**config.mk**
```make
export PLATFORM = sky130hd
export DESIGN_NAME = mux_rr_arbiter
export DESIGN_NICKNAME = d
export VERILOG_FILES = /design/src/rtl/mux_rr_arbiter_pkg.sv /design/src/rtl/mux_rr_arbiter_rr_pick.sv /design/src/rtl/mux_rr_arbiter.sv
export SDC_FILE = /design/constraint.sdc
export NUM_CORES = 1
export LEC_CHECK = 0
export ABC_AREA = 1
export CORE_MARGIN = 2
export CORE_UTILIZATION = 25
export DETAILED_ROUTE_END_ITERATION = 10
export GPL_TIMING_DRIVEN = 0
export HOLD_SLACK_MARGIN = 0.03
export PLACE_DENSITY_LB_ADDON = 0.12
export SYNTH_ARGS = -nofsm -noshare
export SYNTH_HDL_FRONTEND = slang
export SYNTH_SLANG_ARGS = --single-unit
```
**constraint.sdc**
```tcl
create_clock -name clk -period 2.4 [get_ports clk]
set_input_delay 0.24 -clock clk [delete_from_list [all_inputs] [get_ports clk]]
set_output_delay 0.24 -clock clk [all_outputs]
set_load 0.02 [all_outputs]
```
**src/rtl/mux_rr_arbiter_pkg.sv**
```systemverilog
// mux_rr_arbiter_pkg: shared sizes and FSM state type for the round-robin mux arbiter
package mux_rr_arbiter_pkg;
  localparam int N_REQ  = 8;
  localparam int SEL_W  = 3;
  localparam int HOLD_W = 4;
  typedef enum logic [1:0] {IDLE, GRANT, GAP} state_e;
endpackage

```
**src/rtl/mux_rr_arbiter_rr_pick.sv**
```systemverilog
// rr_pick: first set request bit at or after ptr, wrapping from the top index back to 0
module rr_pick
  import mux_rr_arbiter_pkg::*;
(
  input  logic [N_REQ-1:0] req_i,
  input  logic [SEL_W-1:0] ptr_i,
  output logic [SEL_W-1:0] idx_o,
  output logic             found_o
);
  logic [SEL_W-1:0] k;
  // scan offsets from farthest to nearest so the nearest hit is the one that sticks
  always_comb begin
    idx_o = '0;
    k = '0;
    for (int i = N_REQ - 1; i >= 0; i--) begin
      k = ptr_i + SEL_W'(i);
      if (req_i[k]) idx_o = k;
    end
  end
  assign found_o = |req_i;
endmodule

```
**src/rtl/mux_rr_arbiter.sv**
```systemverilog
// mux_rr_arbiter: round-robin owner selection for a shared 8:1 mux with hold limit and break-before-make gap
module mux_rr_arbiter
  import mux_rr_arbiter_pkg::*;
#(
  parameter int MAX_HOLD = 8
) (
  input  logic             clk,
  input  logic             rst_n,
  input  logic [N_REQ-1:0] req,
  input  logic             done,
  output logic [SEL_W-1:0] sel,
  output logic [N_REQ-1:0] grant,
  output logic             gnt_valid,
  output logic             timeout
);
  state_e            state_q, state_d;
  logic [SEL_W-1:0]  sel_q, sel_d, ptr_q, ptr_d, pick_idx;
  logic [N_REQ-1:0]  grant_q, grant_d;
  logic [HOLD_W-1:0] hold_q, hold_d;
  logic              timeout_q, timeout_d, pick_found, owner_req, at_limit, release_now;
  rr_pick u_pick (
    .req_i   (req),
    .ptr_i   (ptr_q),
    .idx_o   (pick_idx),
    .found_o (pick_found)
  );
  assign owner_req   = req[sel_q];
  assign at_limit    = hold_q == HOLD_W'(MAX_HOLD - 1);
  assign release_now = done | ~owner_req | at_limit;
  // next-state: arbitrate in IDLE, count hold in GRANT, single dead cycle in GAP
  always_comb begin
    state_d   = state_q;
    sel_d     = sel_q;
    grant_d   = grant_q;
    hold_d    = hold_q;
    ptr_d     = ptr_q;
    timeout_d = 1'b0;
    case (state_q)
      IDLE: if (pick_found) begin
        state_d = GRANT;
        sel_d   = pick_idx;
        grant_d = N_REQ'(1) << pick_idx;
        hold_d  = '0;
        ptr_d   = pick_idx + SEL_W'(1);
      end
      GRANT: begin
        hold_d = hold_q + HOLD_W'(1);
        if (release_now) begin
          state_d   = GAP;
          grant_d   = '0;
          timeout_d = at_limit & ~done & owner_req;
        end
      end
      default: state_d = IDLE;
    endcase
  end
  // state registers; reset drops any grant immediately
  always_ff @(posedge clk or negedge rst_n) begin
    if (!rst_n) begin
      state_q   <= IDLE;
      sel_q     <= '0;
      grant_q   <= '0;
      hold_q    <= '0;
      ptr_q     <= '0;
      timeout_q <= 1'b0;
    end else begin
      state_q   <= state_d;
      sel_q     <= sel_d;
      grant_q   <= grant_d;
      hold_q    <= hold_d;
      ptr_q     <= ptr_d;
      timeout_q <= timeout_d;
    end
  end
  assign sel       = sel_q;
  assign grant     = grant_q;
  assign gnt_valid = |grant_q;
  assign timeout   = timeout_q;
endmodule

```
==> results of run 1 <==
## kinds of logic (layout without fill, tap and decap cells)
logic type      Yosys count  count (layout)  synth area share [%]
compound gates           28              28                  10.5
xor+xnor                  5               5                  2.94
fa+ha+maj                 6               6                  4.29
buf+inv                  30              69                  7.95
flops                    21              21                  30.1
simple gates            152             152                  44.2
## flip-flops by register name, indices dropped and copies added, names as in the netlist
signal and flops:
grant 8, ptr_q 3, sel 3, state_q 2, timeout 1, hold_q 4
## worst min-delay path by stage
stage	from	end	slack, ns	depth (start not counted)
finish	rst_n	grant[3]	0.50	1
global route	hold_q[0]	hold_q[0]	0.53	1
CTS	hold_q[3]	timeout	0.51	1
detailed placement	hold_q[3]	timeout	0.50	1
global placement	hold_q[0]	hold_q[0]	0.50	1
floorplan	rst_n	grant[0]	-0.06	0
## layout by cell type, fill, tap and decap left out, types with 2 or more instances in the layout
cell / count
nand3_2: 13
nand2_2: 22
nor2_2: 2
inv_8: 2
xor2_1: 2
nor2_1: 15
nand2_1: 62
a21oi_2: 3
o21ai_1: 8
buf_6: 2
ha_1: 4
dfrtp_1: 20
buf_4: 13
nor4_1: 5
o221ai_1: 2
nand3_1: 19
o21ai_0: 6
inv_1: 15
nand3_4: 9
nand2_4: 4
ha_4: 2
clkbuf_8: 3
inv_2: 5
a21oi_1: 5
clkdlybuf4s50_1: 23
inv_4: 2
## layer usage
metal	GRT usage (%)	share of wire [%]
met1	17.9	50
met2	22.0	46
met3	1.32	3.1
met4	3.36	0.86
met5	0	0
## timing repair
| item | CTS | global route |
|---|---|---|
| pin swaps | 1 | 15 |
| setup endpoints to repair | 7 | 7 |
| endpoints found under the hold margin | 0 | 0 |
| setup buffers | 4 | 8 |
| resized for setup | 9 | 38 |
## area by class of cell
cell class	instances	area share [%]
buffer	4	1.39
multi-input combinational	191	51.8
timing repair buffer	35	13.2
inverter	26	5.06
tap	96	4.95
clock buffer	4	1.86
sequential	21	21.7
## worst max-delay path, stage by stage, from the launching register on
cell and delay [ns]:
dfrtp_2 0.42, clkinv_4 0.10, ha_4 0.37, inv_8 0.07, buf_4 0.13, buf_4 0.14, a21oi_1 0.14, nand2_1 0.07
nand2_1 0.05, nand2_1 0.05, nand2_2 0.10, nand2_2 0.07, nand2_4 0.09, nand2_2 0.05, inv_2 0.06, ha_4 0.20
nand2_2 0.05, o21ai_1 0.06
## through the flow
stage / setup slack (ns) / instances / hold WS, ns / setup TNS, ns
3_5_place_dp: -0.333 / 361 / 0.504 / -1.64
5_1_grt: -0.0563 / 377 / 0.528 / -0.180
4_1_cts: 0.0152 / 369 / 0.514 / 0
3_3_place_gp: -0.310 / 361 / 0.499 / -1.59
2_1_floorplan: 0.0310 / 242 / -0.0556 / 0
6_report: 0.0658 / 377 / 0.496 / 0
==> metrics.txt, run 1 <==
DIE HEIGHT=87.6 microns; post-synthesis async set-or-reset flop share=100%; post-route minimum period=2.33 ns; vias in the first global route=1704; DR WL/cell=12.6 microns; GRT Overall Usage=13.1%; startpoint types=register; root buf cell=clkbuf_8; area of the core=6790 sq um; Cell Area, Synth=1750 sq um; CTS tree=built; RSZ-0062 raised after global routing=true; final-layout fill cell count=732; Max Clk Rate=0.428 GHz; Final nets=299; Final Hold Viols=0; io pins=24; CTS Sinks=21; Slew HR=37.6%; Area growth syn-to-layout=38.7%; Synth Net Count=259; Synth top area share=30.1%; First DRT Iteration DRCs=33; pin count of the biggest net entering global routing=22; final setup vio count=0; Pins Over Slew Limit=0; first-pass GRT wire length=7960 microns; input/output buffers=23; post-layout util=35.7%; Synth cell types=31; fin area=2420 sq um; via count=1670; ANT cells=0; share of cells above drive strength 1=31.7%; FF/Latch Area=527 sq um; crit path from=ptr_q[0]; end of the worst register-to-register path=ptr_q[2]; Req. time, crit path=2.55 ns; Worst EP arrival=2.49 ns; largest area contributor in the netlist=dfrtp_1; most frequent cells after synthesis=nand2_1 (70), nand3_1 (26), dfrtp_1 (21); Seq cells post-synth=21; Worst R2R Start=ptr_q[0]; final period utilization=97.3%; grt total ovfl=0; Max Cap Viol=0; Post-synth EDFFs=0; # hold bufs at CTS=0; worst setup path end=ptr_q[2]; Multi-input gate area=1260 sq um; Synth Area per Inst=7.22 sq um; Ys Warns=0; status=complete, no violations; Max FO, Critical Path=7; CTS H-tree lvls=1; Reg clk slew, reported paths=0.08 ns; GPL Wtd Cong=0.772; Hold Path Class=input port to asynchronous set/reset pin; R2R depth=17; Synth Instances=242; std cell rows=30; vias per cell=4.43; post-detailed-route count of antenna-violating nets=0; total CTS buffers=3; dpl hpwl=3530 microns; Clock Latency Late Sink=0.26 ns; DRC Markers=0; prevailing post-synth register cell=dfrtp_1; initial core utilization=25.7%; Die Span X=87.6 microns; full die area=7680 sq um; DRT Wirelength=4760 microns; Max Root-Sink Buffers=2; Worst Setup Path Type=register to register; initial antenna violation count=0; R2R setup slack=0.07 ns; largest cells by area after synthesis=dfrtp_1 (30%), nand2_1 (15%), nand3_2 (8.6%), nand3_1 (7.4%), nand2_2 (5.7%); clk_skew=0.00395 ns; Pre-antenna DRT Iters=4; cell with the most instances after synthesis=nand2_1; area post-placement=2100 sq um; worst slew pin tran=0.932 ns; Seq/Total Area, Yosys=30.1%; CP Capture Type=register
Power of run 1 is not shown: default switching activity piles up to over one toggle a cycle in this logic, so the estimate is an artifact.
==> run 2, diff against run 1 <==
--- a/config.mk
+++ b/config.mk
@@ -10,7 +10,6 @@
 export CORE_UTILIZATION = 25
 export DETAILED_ROUTE_END_ITERATION = 10
 export GPL_TIMING_DRIVEN = 0
-export HOLD_SLACK_MARGIN = 0.03
 export PLACE_DENSITY_LB_ADDON = 0.12
 export SYNTH_ARGS = -nofsm -noshare
 export SYNTH_HDL_FRONTEND = slang
==> results of run 2 <==
No change in the layout: final DEF, timing and power equal those of run 1.
Power of run 2 is left out for the same reason.
